==> config.mk <==
export PLATFORM = sky130hd
export DESIGN_NAME = dmem_arbiter
export DESIGN_NICKNAME = d
export VERILOG_FILES = /design/src/rtl/dmem_pkg.sv /design/src/rtl/dmem_rr_pick.sv /design/src/rtl/dmem_arbiter.sv
export SDC_FILE = /design/constraint.sdc
export NUM_CORES = 1
export LEC_CHECK = 0
export ABC_AREA = 0
export CAP_MARGIN = 20
export CORE_MARGIN = 2
export CORE_UTILIZATION = 29
export CTS_CLUSTER_SIZE = 12
export DETAILED_ROUTE_END_ITERATION = 10
export GPL_TIMING_DRIVEN = 0
export PLACE_DENSITY = 0.82
export SYNTH_ARGS = -nofsm -noshare
export SYNTH_HDL_FRONTEND = slang
export SYNTH_SLANG_ARGS = --single-unit
==> constraint.sdc <==
create_clock -name clk -period 1.7 [get_ports clk]
set_input_delay 0.255 -clock clk [delete_from_list [all_inputs] [get_ports clk]]
set_output_delay 0.255 -clock clk [all_outputs]
set_load 0.01 [all_outputs]
==> src/rtl/dmem_pkg.sv <==
// -----------------------------------------------------------------------------
// dmem_pkg
// Shared definitions for the data-memory path: access-width codes (also used by
// the data memory and the instruction decoder), the arbiter ownership type, the
// default start of the memory-mapped I/O region, and a region-check helper.
// -----------------------------------------------------------------------------
package dmem_pkg;

  // Access width codes carried on width0/width1/mem_width
  localparam logic [2:0] DW_WORD  = 3'b000;
  localparam logic [2:0] DW_HALF  = 3'b001;
  localparam logic [2:0] DW_BYTE  = 3'b010;
  localparam logic [2:0] DW_HALFU = 3'b101;
  localparam logic [2:0] DW_BYTEU = 3'b110;

  // Default first I/O-mapped byte address
  localparam logic [31:0] IO_BASE_DFLT = 32'hBFC0_1000;

  // Current owner of the shared memory port
  typedef enum logic [1:0] {
    IDLE = 2'b00,
    OWN0 = 2'b01,
    OWN1 = 2'b10
  } dmem_owner_t;

  // True when a byte address falls inside the I/O region starting at base
  function automatic logic in_io_region(input logic [31:0] addr,
                                        input logic [31:0] base);
    return (addr >= base);
  endfunction

endpackage

==> src/rtl/dmem_rr_pick.sv <==
// -----------------------------------------------------------------------------
// dmem_rr_pick
// Combinational two-way round-robin pick used when the arbiter is idle.
//   req0_i, req1_i : pending requests
//   rr_ptr_i       : preferred port when both request
//   valid_o        : at least one request pending
//   pick_o         : chosen port (0 or 1), meaningful only with valid_o
// -----------------------------------------------------------------------------
module dmem_rr_pick (
  input  logic req0_i,
  input  logic req1_i,
  input  logic rr_ptr_i,
  output logic valid_o,
  output logic pick_o
);

  // Choose the pointed-to port on contention, otherwise the lone requester
  always_comb begin
    valid_o = req0_i | req1_i;
    if (req0_i && req1_i) begin
      pick_o = rr_ptr_i;
    end else if (req1_i) begin
      pick_o = 1'b1;
    end else begin
      pick_o = 1'b0;
    end
  end

endmodule

==> src/rtl/dmem_arbiter.sv <==
// -----------------------------------------------------------------------------
// dmem_arbiter
// Shares the single data-memory port between the CPU memory stage (port 0) and
// an auxiliary master (port 1). Round-robin with a bounded lock for multi-beat
// transfers; port 1 is fenced out of the I/O region.
//   clk, rst_n              : clock, async active-low reset
//   req/lock/addr/wdata/wen/width{0,1} : per-port request fields
//   gnt0, gnt1              : access performed this cycle (combinational)
//   rvalid0, rvalid1, rdata : registered response, one cycle after gnt
//   err1                    : with rvalid1, port-1 access refused (I/O region)
//   mem_addr/mem_wdata/mem_wen/mem_width : drive to data memory
//   mem_dout                : combinational read data from data memory
// -----------------------------------------------------------------------------
module dmem_arbiter
  import dmem_pkg::*;
#(
  parameter int unsigned MAX_HOLD = 8,
  parameter logic [31:0] IO_BASE  = IO_BASE_DFLT
) (
  input  logic        clk,
  input  logic        rst_n,
  input  logic        req0,
  input  logic        req1,
  input  logic        lock0,
  input  logic        lock1,
  input  logic [31:0] addr0,
  input  logic [31:0] addr1,
  input  logic [31:0] wdata0,
  input  logic [31:0] wdata1,
  input  logic        wen0,
  input  logic        wen1,
  input  logic [2:0]  width0,
  input  logic [2:0]  width1,
  output logic        gnt0,
  output logic        gnt1,
  output logic        rvalid0,
  output logic        rvalid1,
  output logic [31:0] rdata,
  output logic        err1,
  output logic [31:0] mem_addr,
  output logic [31:0] mem_wdata,
  output logic        mem_wen,
  output logic [2:0]  mem_width,
  input  logic [31:0] mem_dout
);

  localparam int unsigned       HOLD_W    = $clog2(MAX_HOLD + 1);
  localparam logic [HOLD_W-1:0] HOLD_LAST = HOLD_W'(MAX_HOLD - 1);
  localparam logic [HOLD_W-1:0] HOLD_SAT  = HOLD_W'(MAX_HOLD);
  localparam logic [HOLD_W-1:0] HOLD_ONE  = HOLD_W'(1);

  dmem_owner_t       state_q, state_d;
  logic              rr_ptr_q, rr_ptr_d;
  logic [HOLD_W-1:0] hold_cnt_q, hold_cnt_d;
  logic [HOLD_W-1:0] hold_inc_s;
  logic              rvalid0_q, rvalid0_d;
  logic              rvalid1_q, rvalid1_d;
  logic              err1_q, err1_d;
  logic [31:0]       rdata_q, rdata_d;

  logic              pick_valid_s, pick_s;
  logic              gnt0_s, gnt1_s, fence_s;

  dmem_rr_pick u_pick (
    .req0_i   (req0),
    .req1_i   (req1),
    .rr_ptr_i (rr_ptr_q),
    .valid_o  (pick_valid_s),
    .pick_o   (pick_s)
  );

  // A grant needs both ownership and a live request; a dropped request in
  // OWNx is a protocol violation and must not touch memory.
  assign gnt0_s  = (state_q == OWN0) && req0;
  assign gnt1_s  = (state_q == OWN1) && req1;
  assign fence_s = (state_q == OWN1) && in_io_region(addr1, IO_BASE);

  // Saturating increment so the lock counter can never wrap
  assign hold_inc_s = (hold_cnt_q == HOLD_SAT) ? hold_cnt_q : (hold_cnt_q + HOLD_ONE);

  assign gnt0    = gnt0_s;
  assign gnt1    = gnt1_s;
  assign rvalid0 = rvalid0_q;
  assign rvalid1 = rvalid1_q;
  assign err1    = err1_q;
  assign rdata   = rdata_q;

  // Memory-port mux; idle drives all zeros, fenced port-1 accesses lose
  // address and write enable but keep their grant.
  always_comb begin
    mem_addr  = 32'h0000_0000;
    mem_wdata = 32'h0000_0000;
    mem_wen   = 1'b0;
    mem_width = 3'b000;
    case (state_q)
      OWN0: begin
        mem_addr  = addr0;
        mem_wdata = wdata0;
        mem_wen   = gnt0_s & wen0;
        mem_width = width0;
      end
      OWN1: begin
        if (fence_s) begin
          mem_addr = 32'h0000_0000;
        end else begin
          mem_addr = addr1;
        end
        mem_wdata = wdata1;
        mem_wen   = gnt1_s & wen1 & ~fence_s;
        mem_width = width1;
      end
      default: begin
        mem_addr  = 32'h0000_0000;
        mem_wdata = 32'h0000_0000;
        mem_wen   = 1'b0;
        mem_width = 3'b000;
      end
    endcase
  end

  // Ownership, round-robin pointer and lock counter next-state
  always_comb begin
    state_d    = state_q;
    rr_ptr_d   = rr_ptr_q;
    hold_cnt_d = hold_cnt_q;
    case (state_q)
      IDLE: begin
        hold_cnt_d = '0;
        if (pick_valid_s) begin
          state_d = pick_s ? OWN1 : OWN0;
        end else begin
          state_d = IDLE;
        end
      end
      OWN0: begin
        if (gnt0_s) begin
          rr_ptr_d = 1'b1;
        end else begin
          rr_ptr_d = rr_ptr_q;
        end
        if (lock0 && req0 && (hold_cnt_q < HOLD_LAST)) begin
          state_d    = OWN0;
          hold_cnt_d = hold_inc_s;
        end else if (req1) begin
          state_d    = OWN1;
          hold_cnt_d = '0;
        end else if (req0) begin
          state_d    = OWN0;
          hold_cnt_d = '0;
        end else begin
          state_d    = IDLE;
          hold_cnt_d = '0;
        end
      end
      OWN1: begin
        if (gnt1_s) begin
          rr_ptr_d = 1'b0;
        end else begin
          rr_ptr_d = rr_ptr_q;
        end
        if (lock1 && req1 && (hold_cnt_q < HOLD_LAST)) begin
          state_d    = OWN1;
          hold_cnt_d = hold_inc_s;
        end else if (req0) begin
          state_d    = OWN0;
          hold_cnt_d = '0;
        end else if (req1) begin
          state_d    = OWN1;
          hold_cnt_d = '0;
        end else begin
          state_d    = IDLE;
          hold_cnt_d = '0;
        end
      end
      default: begin
        state_d    = IDLE;
        rr_ptr_d   = 1'b0;
        hold_cnt_d = '0;
      end
    endcase
  end

  // Response next-state: stores echo write data, fenced accesses return zero
  always_comb begin
    rvalid0_d = gnt0_s;
    rvalid1_d = gnt1_s;
    err1_d    = gnt1_s & fence_s;
    if (gnt0_s) begin
      rdata_d = wen0 ? wdata0 : mem_dout;
    end else if (gnt1_s) begin
      if (fence_s) begin
        rdata_d = 32'h0000_0000;
      end else if (wen1) begin
        rdata_d = wdata1;
      end else begin
        rdata_d = mem_dout;
      end
    end else begin
      rdata_d = rdata_q;
    end
  end

  // State and response registers
  always_ff @(posedge clk or negedge rst_n) begin
    if (!rst_n) begin
      state_q    <= IDLE;
      rr_ptr_q   <= 1'b0;
      hold_cnt_q <= '0;
      rvalid0_q  <= 1'b0;
      rvalid1_q  <= 1'b0;
      err1_q     <= 1'b0;
      rdata_q    <= 32'h0000_0000;
    end else begin
      state_q    <= state_d;
      rr_ptr_q   <= rr_ptr_d;
      hold_cnt_q <= hold_cnt_d;
      rvalid0_q  <= rvalid0_d;
      rvalid1_q  <= rvalid1_d;
      err1_q     <= err1_d;
      rdata_q    <= rdata_d;
    end
  end

endmodule

==> results of run 1 <==
==> what timing repair did <==
| item | CTS | global route |
|---|---|---|
| buffers inserted | 19 | 13 |
| setup endpoints to repair | 107 | 106 |
| gates cloned | 5 | 7 |
| gates resized for setup | 436 | 52 |
| pin swaps | 12 | 43 |
| hold endpoints to repair | 19 | 0 |
| hold buffers | 1 | 0 |
==> critical path, cell delays in order, from the launching register on <==
cell and delay [ps]:
dfrtp_1 370, inv_2 80, ha_4 290, nand2_4 60
a221oi_4 220, buf_6 180, buf_6 130, a22o_1 130
buf_2 130
==> kinds of logic (layout without fill, tap and decap cells) <==
logic type	after synthesis	count (layout)	share of synthesized area [%]
compound gates	148	148	29.7
simple gates	105	105	14.9
mux	64	64	17.9
buf+inv	46	370	5.71
flops	42	42	29.4
fa+ha+maj	6	6	2.10
xor+xnor	1	1	0.245
==> cells in the final DEF (no fill, tap or decap), drive strengths merged, types with 2 or more instances in the layout <==
cell / count
clkbuf: 28
a22o: 30
buf: 125
inv: 9
mux2i: 64
nor2b: 35
nand2: 9
clkdlybuf4s50: 187
ha: 6
dfrtp: 42
a21oi: 38
and2: 5
o21ai: 35
nor2: 37
nand4: 3
a21boi: 4
dlygate4sd2: 18
a22oi: 35
nor4: 2
nand3: 7
nand2b: 3
==> power breakdown <==
part           switching, W  internal (W)  total [W]
sequential         0.000247       0.00141    0.00166
combinational       0.00375       0.00430    0.00805
clock              0.000413      0.000726    0.00114
==> routing by layer <==
layer	up-vias	track usage [%]	wire length, um
met4	0	10.2	588
li1	2172	-	-
met3	37	5.64	1260
met2	249	49.4	10100
met1	2352	29.2	7080
met5	-	0	0
==> how the worst max path moves through the flow <==
stage | slack, ps | end | from
global route | -510 | mem_addr[25] | state_q[0]$_DFF_PN0_
detailed placement | -1190 | mem_addr[21] | addr1[16]
global placement | -1220 | mem_addr[21] | addr1[16]
floorplan | -50 | mem_addr[10] | state_q[0]$_DFF_PN0_
CTS | -530 | mem_addr[8] | state_q[1]$_DFF_PN0_
finish | -430 | mem_addr[25] | state_q[0]$_DFF_PN0_
==> flip-flops by register name, summed over array words and instances, names as in the netlist <==
signal      flops
rvalid1         1
rdata          32
rr_ptr_q        1
hold_cnt_q      4
rvalid0         1
err1            1
state_q         2
==> cell type report <==
type | instances | area, sq um | area share [%]
clock inverters | 1 | 30.0 | 0.400
clock buffers | 6 | 139 | 1.85
multi-input cells | 324 | 2690 | 35.9
repair buffers | 319 | 2920 | 38.9
well taps | 147 | 184 | 2.45
flip-flops and latches | 42 | 1050 | 14.0
inverters | 9 | 41.3 | 0.550
plain buffers | 35 | 448 | 5.97
==> through the flow <==
stage          util [%]  worst slack (ps)  power, W
6_report           62.5              -430    0.0108
5_1_grt            62.5              -513    0.0114
2_1_floorplan         -             -48.1   0.00465
4_1_cts            60.2              -526    0.0102
3_3_place_gp       54.4             -1220   0.00782
3_5_place_dp       54.5             -1190   0.00797
==> flow_summary.toml, run 1 <==
[outcome]
status = "finished with violations"
violations = "setup timing"

[route]
vias = 4810
first_pass_iters = 4
antenna_left = 0
routed_wl_um = 19000
dr.first_iter.drc_count = 245
routedWlPerCell_um = 21.5
route.detailed.drc = 0
avgViaCountPerCell = 5.45

[layout]
area_delta_synth_final_pct = 110
insertedDiodeCount = 0
nNetsFinal = 916
drive_above_1_share_pct = 33.0
final_area_sq_um = 7500
fillers = 1025
fin_cells = 883

[sta]
relSlewSlack_pct = 46.3
fin_crit_ps = 2130
final.setup.tns_ps = -31090
worst_pin_slew_ps = 805
timing.final.crit_share_pct = 125
timing.fmax_ghz = 0.469
rsz0062_at_grt = "true"
finClkSkew_ps = 6.86
setup_viol = 101
finalWorstSetupSlack_ps = -430
slew_violations = 0
hold_slack_ps = 446
hold_violations = 0

[clocking]
cts_buffers = 5
cts_root_buf = "clkbuf_16"
path_clk_slew_ps = 60
numClockSinks = 42
htree_levels = 2
clk_latency_ps = 280
cts_tree = "built"
clk_path_buf_depth = 2

[yosys]
post-synth-top-count-cell = "mux2i_1"
synth_cells = 412
synth.avg_cell_area_sq_um = 8.68
synth_top_area_share_pct = 29.4
synth_area_leaders = "dfrtp_1 29%, mux2i_1 18%, a22o_1 7.4%"
synth_edf_count = 0
ys_ff_latch = 42
synth_warnings = 0
synth-main-ff-cell = "dfrtp_1"
syn_nets = 592
synthTopCellsByCount = "64 x mux2i_1, 42 x dfrtp_1, 38 x a21oi_1"
yosysTopAreaCell = "dfrtp_1"
syn_area_sq_um = 3570
ys_seq_area_share_pct = 29.4
async_reset_ff_share_pct = 100
ys_types = 34

[global_route]
grt_max_degree = 24
antenna_found_initial = 0
grt_pass1_wl_um = 27100
gr-total-overflow = 0
grt_usage_pct = 26.5
grt_pass1_vias = 5164

[floorplanning]
dieArea_sq_um = 13200
die_h_um = 115
ios = 279
initial_core_util_pct = 29.8
die_width_um = 115
core_area_sq_um = 12000
rows = 40

[placement]
dp_cells = 836
port_buffers = 276
gp_congestion = 0.846
hpwl_um = 13600
dpl_cell_area_sq_um = 6550

[pwr]
p_per_area_nw_per_um2 = 1450
power.leakage_nw = 3.32
peakVddDrop_mv = 0.724

[worst_setup_path]
crit_path_max_fanout = 5
rr_worst_depth = 10
cp_data_arrival_time_ps = 1880
reg2reg_from = "state_q[0]$_DFF_PN0_"
crit_type = "register to output port"
reg2reg_setup_slack_ps = -300
end_kind = "output port"
required_ps = 1440
critPathLaunchType = "register"
r2r-end = "rdata[10]$_DFFE_PN0P_"

[hold_path]
hold_depth = 3
hold_path_class = "input port to register"
hold_start = "wen1"
min_to = "rdata[31]$_DFFE_PN0P_"

[flow_run]
maxCapViolations = 0
Power figures use the tool's default switching activity.
==> run 2: changes to the inputs <==
--- a/config.mk
+++ b/config.mk
@@ -5,14 +5,14 @@
 export SDC_FILE = /design/constraint.sdc
 export NUM_CORES = 1
 export LEC_CHECK = 0
-export ABC_AREA = 0
+export ABC_AREA = 1
 export CAP_MARGIN = 20
 export CORE_MARGIN = 2
-export CORE_UTILIZATION = 29
+export CORE_UTILIZATION = 33
 export CTS_CLUSTER_SIZE = 12
 export DETAILED_ROUTE_END_ITERATION = 10
 export GPL_TIMING_DRIVEN = 0
-export PLACE_DENSITY = 0.82
+export PLACE_DENSITY = 0.87
 export SYNTH_ARGS = -nofsm -noshare
 export SYNTH_HDL_FRONTEND = slang
 export SYNTH_SLANG_ARGS = --single-unit
==> run 2 against run 1 <==
Compared with the run above:
- the run still ends with setup timing left
- utilization up 6.3 points
- total power up 14%
- clock skew down 3.5 ps
- final area up 10%
- worst hold slack better by 52 ps
- via count up 35%
==> flow_summary.toml, run 2 <==
[placement]
gp_congestion = 0.950
dpl_cell_area_sq_um = 7030
pre_cts_slack_ps = -1050
hpwl_um = 15600
port_buffers = 277
dp_cells = 1125

[route]
vias = 6482
routed_wl_um = 23200
avgViaCountPerCell = 5.54
antenna_left = 0
route.detailed.drc = 0
first_pass_iters = 6
dr.first_iter.drc_count = 586
routedWlPerCell_um = 19.8

[sta]
finalWorstSetupSlack_ps = -365
worst_pin_slew_ps = 717
hold_violations = 0
fin_crit_ps = 2060
slew_violations = 0
setup_viol = 103
relSlewSlack_pct = 52.2
timing.fmax_ghz = 0.484
timing.final.crit_share_pct = 121
finClkSkew_ps = 3.41
rsz0062_at_grt = "true"

[yosys]
ys_types = 29
synth_top_area_share_pct = 26.0
ys_ff_latch = 42
syn_area_sq_um = 4050
synth_warnings = 0
synth_area_leaders = "dfrtp_1 26%, nand2_1 22%, a21oi_1 15%"
async_reset_ff_share_pct = 100
syn_nets = 880
synth_cells = 700
synth-main-ff-cell = "dfrtp_1"
synth_edf_count = 0
post-synth-top-count-cell = "nand2_1"
synth.avg_cell_area_sq_um = 5.78
synthTopCellsByCount = "232 x nand2_1, 125 x a21oi_1, 110 x nor2_1"
ys_seq_area_share_pct = 26.0
yosysTopAreaCell = "dfrtp_1"

[clocking]
path_clk_slew_ps = 60
clk_latency_ps = 280
numClockSinks = 42
cts_root_buf = "clkbuf_16"
clk_path_buf_depth = 2
htree_levels = 2
cts_tree = "built"
cts_buffers = 5

[layout]
multi_input_area_sq_um = 3160
insertedDiodeCount = 0
area_delta_synth_final_pct = 104
largest_register_ffs = 32
final_common_cell = "nand2_1"
mostFrequentLayoutCells = "195 x nand2_1, 186 x clkdlybuf4s50_1, 106 x nor2_1, 73 x a21oi_1, 68 x buf_2"
fin_cells = 1170
final_util_pct = 68.8
fillers = 1004
final_area_sq_um = 8260
nNetsFinal = 1203
regArea_sq_um = 1050
drive_above_1_share_pct = 28.7

[global_route]
grt_pass1_vias = 6114
grt_pass1_wl_um = 33200
gr-total-overflow = 0
grt_max_degree = 24
grt_usage_pct = 32.6
antenna_found_initial = 0

[pwr]
power.leakage_nw = 3.67
finalPower_w = 0.0124
peakVddDrop_mv = 0.806
p_per_area_nw_per_um2 = 1500

[worst_setup_path]
cp_data_arrival_time_ps = 1810
slowest_delay_ps = 420
crit_path_max_fanout = 5
critPathLaunchType = "register"
required_ps = 1440
path_cells = "buf_6, ha_4, buf_12, nand2_8, buf_8, inv_8, buf_8, nand2_4, a21oi_4, buf_6"
reg2reg_setup_slack_ps = -110
crit_type = "register to output port"
cp.depth = 10
path_buf_inv = 6
slowest_stage = "dfrtp_2"
end_kind = "output port"
rr_worst_depth = 11
crit_family = "buffers and inverters"

[floorplanning]
ios = 279
die_width_um = 115
die_h_um = 115
rows = 40
core_area_sq_um = 12000
initial_core_util_pct = 33.7
dieArea_sq_um = 13200

[outcome]
status = "finished with violations"
violations = "setup timing"

[hold_path]
hold_path_class = "input port to async pin"

[flow_run]
maxCapViolations = 0
==> run 2: cell types whose count changed after synthesis, moves of 30 or more <==
| cell | change |
|---|---|
| a21oi_1 | +87 |
| a22o_1 | -30 |
| a22oi_1 | -35 |
| mux2i_1 | -64 |
| nand2_1 | +223 |
| nand4_1 | +31 |
| nor2_1 | +73 |
| nor2b_1 | -35 |
| o21ai_0 | +34 |
==> run 2: repair_timing <==
item                       in CTS  in global routing
gates resized for setup       501                 93
hold endpoints to repair       19                  0
gates cloned                    9                  5
hold buffers                    1                  0
pin swaps                      50                 42
setup endpoints to repair     100                107
buffers inserted               20                  6
==> run 2: power by group <==
group / switching [W] / internal, W
Sequential: 0.000258 / 0.00143
Clock: 0.000384 / 0.000538
Combinational: 0.00515 / 0.00463
Total: 0.00579 / 0.00660
==> run 2: cell families (layout without fill, tap and decap cells) <==
| kind of cell | Yosys count | count (layout) | share of synthesized area [%] |
|---|---|---|---|
| and+or+nand+nor | 396 | 396 | 40.2 |
| AOI/OAI and AO/OA | 178 | 178 | 23.1 |
| buffers and inverters | 76 | 399 | 8.41 |
| DFF | 42 | 42 | 26.0 |
| adders and majority gates | 6 | 6 | 1.86 |
| xor gates and xnor gates | 2 | 2 | 0.433 |
==> run 2: final timing paths <==
| kind | endpoint | from |
|---|---|---|
| hold / removal | rdata[13]$_DFFE_PN0P_ | rst_n |
| min in group clk | rdata[25]$_DFFE_PN0P_ | rdata[25]$_DFFE_PN0P_ |
| setup / recovery | mem_wen | state_q[0]$_DFF_PN0_ |
| hold reg to reg | rdata[25]$_DFFE_PN0P_ | rdata[25]$_DFFE_PN0P_ |
| max in group asynchronous | state_q[0]$_DFF_PN0_ | rst_n |
| setup reg to reg | rdata[26]$_DFFE_PN0P_ | state_q[0]$_DFF_PN0_ |
==> run 2: layout make-up <==
type	instances	share of cell area, %
multi-input cells	582	38.2
repair buffers	318	36.2
well taps	147	2.23
flip-flops and latches	42	12.7
plain buffers	55	7.89
clock buffers	7	1.61
inverters	19	1.17
==> run 2: layer usage <==
metal / track usage, % / up-vias / share of wire (%)
met2: 54.4 / 434 / 47
met3: 6.17 / 95 / 9.0
li1: - / 2962 / -
met1: 42.5 / 2991 / 40
met5: 0 / - / 0
met4: 11.2 / 0 / 4.0
==> run 2: stage by stage <==
step,setup TNS (ps),hold slack [ps]
after detailed placement,-64870,260
after global placement,-97670,500
after CTS,-18370,489
final,-20690,498
after global routing,-26460,540
after floorplan,-11.5,-40.6
